<file path="config.mk">
export PLATFORM = sky130hd
export DESIGN_NAME = alu_seq
export DESIGN_NICKNAME = d
export VERILOG_FILES = /design/src/rtl/alu_seq.sv
export SDC_FILE = /design/constraint.sdc
export NUM_CORES = 1
export LEC_CHECK = 0
export ABC_AREA = 1
export BUFFER_PORTS_ARGS = -buffer_cell sky130_fd_sc_hd__buf_2
export CORE_UTILIZATION = 59
export CTS_BUF_LIST = sky130_fd_sc_hd__clkbuf_4
export DETAILED_ROUTE_END_ITERATION = 8
export GPL_ROUTABILITY_DRIVEN = 1
export PLACE_DENSITY_LB_ADDON = 0.12
export SYNTH_ARGS = -nofsm -noshare
export SYNTH_HDL_FRONTEND = slang
export SYNTH_SLANG_ARGS = --single-unit
</file>
<file path="constraint.sdc">
create_clock -name clk -period 4.2 [get_ports clk]
set_clock_uncertainty 0.2 [all_clocks]
set_input_delay 0.42 -clock clk [delete_from_list [all_inputs] [get_ports clk]]
set_output_delay 0.42 -clock clk [all_outputs]
set_load 0.01 [all_outputs]
</file>
<file path="src/rtl/alu_seq.sv">
// Sequential integer ALU with a valid/ready request port and a valid/ready result port.
// Single-cycle basic ops; iterative one-bit-per-cycle multiply and divide.
module alu_seq #(
  parameter  int WIDTH = 32,
  localparam int SHW   = $clog2(WIDTH)
) (
  input  logic             clk,
  input  logic             reset,
  input  logic [4:0]       op,
  input  logic [WIDTH-1:0] rv1,
  input  logic [WIDTH-1:0] rv2,
  input  logic             in_valid,
  output logic             in_ready,
  output logic             out_valid,
  input  logic             out_ready,
  output logic [WIDTH-1:0] rvout
);

  typedef enum logic [1:0] {IDLE, BUSY, DONE} state_t;

  typedef enum logic [4:0] {
    OP_ADD  = 5'd0,  OP_SLL    = 5'd1,  OP_SLT    = 5'd2,  OP_SLTU  = 5'd3,
    OP_XOR  = 5'd4,  OP_SRL    = 5'd5,  OP_OR     = 5'd6,  OP_AND   = 5'd7,
    OP_SRA  = 5'd8,  OP_SUB    = 5'd9,  OP_MUL    = 5'd10, OP_MULH  = 5'd11,
    OP_MULHSU = 5'd12, OP_MULHU = 5'd13, OP_DIV   = 5'd14, OP_DIVU  = 5'd15,
    OP_REM  = 5'd16, OP_REMU   = 5'd17
  } op_e;

  localparam logic [SHW:0]     CNT_LAST = (SHW+1)'(WIDTH - 1);
  localparam logic [WIDTH-1:0] MOST_NEG = {1'b1, {(WIDTH-1){1'b0}}};

  state_t state, state_next;

  logic               accept, last;
  logic               is_mul, is_div, is_slow, sign1, sign2, div_zero, div_ovf;
  logic [WIDTH-1:0]   mag1, mag2, fast_result, slow_result;
  logic [SHW-1:0]     shamt;

  logic [2*WIDTH-1:0] acc, step, prod;
  logic [WIDTH-1:0]   opnd;
  logic [4:0]         op_q;
  logic               neg_q, neg_r;
  logic [SHW:0]       cnt;
  logic               mul_q;
  logic [WIDTH:0]     mul_sum, div_shift, div_diff;

  assign in_ready  = (state == IDLE) && reset;
  assign out_valid = (state == DONE);
  assign accept    = in_valid && in_ready;
  assign last      = (state == BUSY) && (cnt == CNT_LAST);
  assign shamt     = rv2[SHW-1:0];

  // Request decode and the complete result for everything that finishes in one cycle.
  always_comb begin
    // NOTE: every always_comb output gets a default first so no path can infer a latch.
    fast_result = '0;
    is_mul   = (op >= OP_MUL) && (op <= OP_MULHU);
    is_div   = (op >= OP_DIV) && (op <= OP_REMU);
    div_zero = (rv2 == '0);
    div_ovf  = ((op == OP_DIV) || (op == OP_REM)) && (rv1 == MOST_NEG) && (rv2 == '1);
    is_slow  = is_mul || (is_div && !div_zero && !div_ovf);
    sign1    = rv1[WIDTH-1] &&
               ((op == OP_MULH) || (op == OP_MULHSU) || (op == OP_DIV) || (op == OP_REM));
    sign2    = rv2[WIDTH-1] && ((op == OP_MULH) || (op == OP_DIV) || (op == OP_REM));
    mag1     = sign1 ? -rv1 : rv1;
    mag2     = sign2 ? -rv2 : rv2;

    case (op)
      OP_ADD:  fast_result = rv1 + rv2;
      OP_SLL:  fast_result = rv1 << shamt;
      OP_SLT:  fast_result = {{(WIDTH-1){1'b0}}, $signed(rv1) < $signed(rv2)};
      OP_SLTU: fast_result = {{(WIDTH-1){1'b0}}, rv1 < rv2};
      OP_XOR:  fast_result = rv1 ^ rv2;
      OP_SRL:  fast_result = rv1 >> shamt;
      OP_OR:   fast_result = rv1 | rv2;
      OP_AND:  fast_result = rv1 & rv2;
      OP_SRA:  fast_result = $signed(rv1) >>> shamt;
      OP_SUB:  fast_result = rv1 - rv2;
      OP_DIV, OP_DIVU: fast_result = div_zero ? '1 : rv1;
      OP_REM, OP_REMU: fast_result = div_zero ? rv1 : '0;
      default: fast_result = '0;
    endcase
  end

  // One iteration: shift-add multiply on {hi,lo}, or restoring divide with hi = remainder.
  always_comb begin
    mul_q     = (op_q >= OP_MUL) && (op_q <= OP_MULHU);
    mul_sum   = {1'b0, acc[2*WIDTH-1:WIDTH]} + {1'b0, opnd};
    div_shift = {acc[2*WIDTH-1:WIDTH], acc[WIDTH-1]};
    div_diff  = div_shift - {1'b0, opnd};
    step      = '0;
    if (mul_q)
      step = acc[0] ? {mul_sum, acc[WIDTH-1:1]} : {1'b0, acc[2*WIDTH-1:1]};
    else if (div_diff[WIDTH])
      step = {div_shift[WIDTH-1:0], acc[WIDTH-2:0], 1'b0};
    else
      step = {div_diff[WIDTH-1:0], acc[WIDTH-2:0], 1'b1};

    // Magnitudes were iterated; restore signs on the final value.
    prod = neg_q ? -step : step;
    case (op_q)
      OP_MUL:                        slow_result = prod[WIDTH-1:0];
      OP_MULH, OP_MULHSU, OP_MULHU:  slow_result = prod[2*WIDTH-1:WIDTH];
      OP_DIV:  slow_result = neg_q ? -step[WIDTH-1:0] : step[WIDTH-1:0];
      OP_DIVU: slow_result = step[WIDTH-1:0];
      OP_REM:  slow_result = neg_r ? -step[2*WIDTH-1:WIDTH] : step[2*WIDTH-1:WIDTH];
      OP_REMU: slow_result = step[2*WIDTH-1:WIDTH];
      default: slow_result = '0;
    endcase
  end

  always_ff @(posedge clk) begin
    // NOTE: state registers use non-blocking assignments so every flop samples pre-edge values.
    if (!reset) state <= IDLE;
    else        state <= state_next;
  end

  always_comb begin
    state_next = state;
    case (state)
      IDLE:    if (accept) state_next = is_slow ? BUSY : DONE;
      BUSY:    if (last) state_next = DONE;
      DONE:    if (out_ready) state_next = IDLE;
      default: state_next = IDLE;
    endcase
  end

  always_ff @(posedge clk) begin
    // NOTE: datapath registers are reset too, so an aborted operation leaves nothing visible.
    if (!reset) begin
      acc   <= '0;
      opnd  <= '0;
      op_q  <= '0;
      neg_q <= 1'b0;
      neg_r <= 1'b0;
      cnt   <= '0;
      rvout <= '0;
    end else if (accept) begin
      op_q  <= op;
      cnt   <= '0;
      neg_q <= sign1 ^ sign2;
      neg_r <= sign1;
      if (is_mul) begin
        acc  <= {{WIDTH{1'b0}}, mag2};
        opnd <= mag1;
      end else begin
        acc  <= {{WIDTH{1'b0}}, mag1};
        opnd <= mag2;
      end
      if (!is_slow) rvout <= fast_result;
    end else if (state == BUSY) begin
      acc <= step;
      cnt <= cnt + 1'b1;
      if (last) rvout <= slow_result;
    end
  end

endmodule
</file>
==> summary.md, run 1 <==
Counting every instance in the synthesized netlist gives 4815. The tool reported: "[ERROR GRT-0116] Global routing finished with congestion. Check the congestion regions in the DRC Viewer". The distinct cell type count of the synthesized netlist is 67. The count of buffers inserted at the top-level ports is 106.

The run stopped with a tool error. The post-synthesis register bit count is 143, and the async set-reset flop share out of synthesis is 0%. The share of synthesized area occupied by flip-flops and latches is 10.9%. Clock tree synthesis selected as its root buffer the cell clkbuf_4.

The number of global-route vias before repair came out at 35500. After synthesis the cells add up to 0.0262 mm². In this run the count of I/O pins placed on the die edge is 107.

The logs give 17 for the CTS buffer count and 5059 for the net count after synthesis. The starting density of the core is 60.2%. The clock passes through at most 2 buffers. The clock drives 143 sinks. In this run the horizontal extent of the chip is 213 µm. The main flop type after synthesis is dfxtp_1. The total number of placement rows is 76. From bottom edge to top edge, the die measures 213 µm.

The half-perimeter wire length after placement is 112 mm. The first global-routing pass estimated 222 mm of wire. The logs give 1 for the sum of overflow across all layers after global routing and 66.2% for the global routing usage summed across all routing layers. The flow stopped in global routing (5_1_grt). Entering global routing, the biggest net connects 92 pins. The final RePlAce weighted congestion came out at 1.26.

Yosys mapped a number of flops with a built-in enable equal to 0. The H-tree was split into 4 levels. Yosys synthesis warning count: 0.

Averaged over all synthesized cells, the footprint is 5.44 µm².
[metrics by stage]
stage               instances  setup WS (ns)  area, µm²  hold slack, ns  setup TNS (ns)
global placement         5662         0.0307      29400           0.263               0
floorplan                4815         0.0631      26200           0.243               0
CTS                      5701         0.0502      29800          0.0707               0
detailed placement       5662        -0.0650      29400           0.267         -0.0650
[cell usage after synthesis (all sizes together) (6+ instances only)]
| library cell | n | area (µm²) |
|---|---|---|
| ha | 167 | 2090 |
| nor2 | 485 | 1950 |
| xnor2 | 20 | 175 |
| nand3b | 9 | 80.1 |
| nor4 | 23 | 144 |
| xor2 | 75 | 657 |
| nand4 | 49 | 334 |
| nand2 | 1280 | 4890 |
| o21bai | 14 | 105 |
| dfxtp | 143 | 2860 |
| a211oi | 10 | 75.1 |
| clkinv | 10 | 37.5 |
| mux2i | 14 | 140 |
| o31ai | 8 | 60.1 |
| o2111ai | 23 | 201 |
| nand3 | 351 | 1780 |
| clkbuf | 172 | 646 |
| nor3 | 78 | 420 |
| o221ai | 12 | 105 |
| or2 | 29 | 181 |
| o211ai | 57 | 428 |
| a21boi | 8 | 60.1 |
| o21a | 16 | 129 |
| a221oi | 29 | 254 |
| a21oi | 437 | 2220 |
| inv | 629 | 2360 |
| a22oi | 6 | 45.0 |
| o311ai | 6 | 52.6 |
| o22ai | 65 | 407 |
| buf | 57 | 332 |
| a31oi | 22 | 138 |
| a2111oi | 17 | 149 |
| o21ai | 461 | 2370 |
[routing by layer]
| metal | overflow | track usage (%) |
|---|---|---|
| met1 | 0 | 70.4 |
| met3 | 0 | 42.3 |
| met2 | 1 | 86.1 |
| met4 | 0 | 63.7 |
| met5 | 0 | 9.57 |
[cell families after synthesis]
| kind of cell | synth area share [%] |
|---|---|
| xor gates and xnor gates | 3.18 |
| DFF | 10.9 |
| AOI/OAI and AO/OA | 26.4 |
| buffers and inverters | 12.9 |
| adders and majority gates | 8.29 |
| and+or+nand+nor | 37.7 |
| muxes | 0.535 |
[repair_timing]
item                                   4_1_cts
setup endpoints to repair                    8
resized for setup                            6
pin swaps                                    3
hold buffers                                 6
endpoints found under the hold margin        6
buffers inserted                             1
cloned                                       0
==> run 2, diff against run 1 <==
Settings changed: CORE_UTILIZATION 59 to 40, CTS_BUF_LIST sky130_fd_sc_hd__clkbuf_4 to unset, PLACE_DENSITY_LB_ADDON 0.12 to 0.15.
Clock period 4.2 ns to 5.46 ns, I/O delays scaled along.
==> run 2 against run 1 <==
  * The flow now finishes, with violations (capacitance limit, slew limit)
  * Synthesized cell count did not move
  * Synthesized area unchanged
==> summary.md, run 2 <==
The run finished, with violations left. The checks that failed: capacitance limit, slew limit. Static timing analysis puts the maximum clock frequency at 196 MHz.

STA classifies the critical path endpoint as a flop. Across the VDD grid, the largest voltage drop is 0.000245 V. In the synthesized netlist the dominant register cell turns out to be dfxtp_1. The tools report the number of sinks handled by clock tree synthesis as 143.

In the final layout, the registers with the most flip-flops are acc x64, opnd x32, rvout x32. The critical path is of the reg -> reg type. The vias per cell is 6.07. Data arrives at the worst endpoint at 5.31 ns. Counting every net in the synthesized netlist gives 5059.

The library cell occupying the most area in the post-synthesis netlist was nand2_1. The total count of hold-check failures in the final report was 0; the post-synthesis register bit count was 143. For this run, the number of Yosys warnings is 0.

The antenna violation net count after detailed routing was 0; the gate count of the mapped netlist was 4815. Mean instance size in the synthesized netlist: 5.44 µm². The library cell used most frequently in the layout, excluding fill and tap cells, is nand2_1. The worst hold path was traced through 4 stages.

Yosys mapped a number of flops with a built-in enable equal to 0. The routed length per instance is 26.7 µm, and the layout net count is 5076. The detailed router placed 34600 vias in this run. Compound-cell area share of the yosys netlist: 26.4%. The die is 258 µm wide.

In this run the post-CTS setup repair buffer count came out at 0. The area of the mapped netlist is 0.0262 mm². By area the synthesized netlist is led by nand2_1 (18%), dfxtp_1 (11%), inv_1 (8.7%), a21oi_1 (8.2%), ha_1 (8.0%). The flip-flop count of the largest register, all copies and words added is 64, and the cell area power density is 176 mW/mm². Of the total synthesized cell area, the portion taken by XOR and XNOR cells is 3.18%.

The final period utilization was 93.3%; the half-perimeter wire length after placement was 123 mm. For the leakage power, the log shows 13.9 nW. The worst pin sits at a relative slew slack of -2.21%. TritonCTS built the clock tree. Cells with a size suffix above 1 make up 8.42% of the layout. The portion of synthesized area spent on multiplexers is 0.535%.

In the layout the commonest cells are nand2_1 (1252), inv_1 (604), nor2_1 (455). Buffers inserted during clock tree synthesis total 17. The die is 258 µm tall. The H-tree was split into 4 levels. Final-report setup violation count: 0. The path with the worst hold slack has its endpoint at state[1]. At the pin with the least slew margin, the transition time is 1.52 ns. At the later pin of the worst-skew pair, clock insertion delay measures 0.48 ns. Core footprint: 0.0646 mm². The area growth from synthesis to layout is 8.37%. Buffers placed on the I/O ports in this run total 106. The post-layout utilization of the core is 43.9%, and the DRC marker count from the first detailed-route iteration is 4383.

For the final max-slew violation count, the log shows 2. The final routed DRC violation total came out at 0. The count of maximum capacitance violations is 1, and the post-synthesis share of cell area spent on full adders, half adders and majority gates is 8.29%. Most frequently used cell type in the post-synthesis netlist: nand2_1.

The total number of placement rows was 93. The worst register-to-register path ends at rvout[21]. After synthesis, the netlist uses 67 different library cells. The largest family of logic cells by synthesized area is simple AND/OR/NAND/NOR gates.

The commonest cells after synthesis are nand2_1 (1253), inv_1 (605), nor2_1 (458). Global routing consumed, over all layers together, 44.4% of the routing resources. The pin count of the biggest net entering global routing is 80, and the first-pass GRT wire length is 217 mm.

Number of buffers between clock root and the deepest sink: 2. For the final RePlAce weighted congestion, the log shows 1.13. The worst flop-to-flop path startpoint was acc[31]. For the number of resized instances in the post-cts repair step, the log shows 0. After layout, the minimum clock period comes to 5.10 ns.

Along the worst path, the maximum fanout reaches 18. The startpoint of the lowest-slack hold path is out_ready. For the starting density of the core, the log shows 40.5%. The share of the Yosys chip area taken by registers is 10.9%. Of the post-synthesis cell area, the dominant cell type holds 18.0%. The simple-gate area share of the yosys netlist is 37.7%, and the number of antenna violations at the first check in global routing is 10.

Type of the most critical hold path: in -> reg. In the synthesized netlist the async set-or-reset flop fraction comes to 0%. Summed over all failing endpoints, the final setup total negative slack is 0 ns. For the length of the first detailed-routing pass in iterations, the log shows 6. Setup repair after global routing left no endpoint under its margin. The number of cells on the worst reg-to-reg path is 26.

The cts-stage hold buffer count is 0, and the routed wire length is 152 mm. acc holds more flip-flops than any other register. The die covers 0.0665 mm². CTS placed an instance of clkbuf_16 at the clock tree root. STA puts the critical path data required time at 5.67 ns. The clock-pin slew of the registers on the worst-case setup and hold paths is 0.07 ns, and the sum of overflow across all layers after global routing is 0. The register-to-register setup slack was 0.36 ns; the number of global-route vias before repair was 31900. Pin placement for this block handled 107 I/O pins. The startpoint type of the worst setup path was a flop.
==> run 2: cell counts after synthesis <==
Identical to the previous run, type by type.
==> run 2: logic make-up (layout without fill, tap and decap cells) <==
kind of cell | Yosys count | count (layout)
flip-flops | 143 | 143
multiplexers | 14 | 14
AO/OA/AOI/OAI | 1205 | 1205
AND/OR/NAND/NOR | 2319 | 2319
adder cells (fa/ha/maj) | 171 | 171
XOR/XNOR | 95 | 95
other | 0 | 5
buffers and inverters | 868 | 898
==> run 2: how the worst max path moves through the flow <==
| stage | start | to | slack, ns |
|---|---|---|---|
| finish | acc[31] | rvout[21] | 0.36 |
| global route | acc[31] | rvout[12] | 0.16 |
| CTS | acc[31] | rvout[10] | 0.63 |
| detailed placement | acc[31] | rvout[26] | 0.67 |
| global placement | acc[31] | rvout[26] | 0.69 |
| floorplan | rv2[1] | rvout[23] | 1.20 |
==> run 2: layout make-up <==
type,instances,area [µm²]
fillers,7422,36200
multi-input cells,3804,20000
flip-flops and latches,143,2860
inverters,639,2400
repair buffers,227,1480
well taps,855,1070
clock buffers,18,439
clock inverters,14,144
diodes,5,12.5
==> run 2: per-layer routing <==
layer  GRT usage (%)  vias to the layer above  part of all wire [%]
met5               0                        -                 0.014
met2            68.2                     2101                    42
met1            53.9                    16000                    38
met4            36.5                        4                   9.7
met3            8.26                      509                   9.6
li1                -                    16000                     -
==> run 2: critical path, cell delays in order, from the launching register on <==
cell and delay [ns]:
dfxtp_1 0.31, inv_1 0.12, ha_1 0.29, inv_1 0.12, fa_1 0.41, nand2_1 0.08, nand2_1 0.08, nand3_1 0.10
nand2_2 0.09, nand2_1 0.08, nand2_2 0.07, nand2_4 0.09, nand2_4 0.05, nand2_2 0.11, nand2_2 0.30, buf_4 0.32
nand2_1 0.07, nand3_1 0.06, nand2_1 0.24, nand2_1 0.14, nor2_1 0.20, nand2_1 0.17, o21ai_2 0.26, a21oi_1 0.12
o211ai_1 0.52, nand2_1 0.21, a21oi_1 0.18
==> run 2: metrics by stage <==
stage | setup WS (ns) | std cells | total power, mW | instance area, µm² | hold slack [ns]
final | 0.364 | 5705 | 4.99 | 28400 | 0.128
after global routing | 0.161 | 5700 | 5.19 | 28400 | 0.162
after CTS | 0.631 | 5700 | 4.87 | 28400 | 0.132
after detailed placement | 0.674 | 5668 | 3.66 | 27800 | 0.266
after global placement | 0.694 | 5668 | 3.67 | 27800 | 0.259
after floorplan | 1.20 | 4815 | 2.76 | 26200 | 0.243
==> run 2: report_power, final <==
| group | switching, mW | internal (mW) | total [mW] |
|---|---|---|---|
| logic | 1.91 | 0.683 | 2.60 |
| clock network | 0.570 | 0.655 | 1.22 |
| registers | 0.0559 | 1.11 | 1.17 |
| total | 2.54 | 2.45 | 4.99 |
Note: power is estimated with default switching activity, not from simulation.
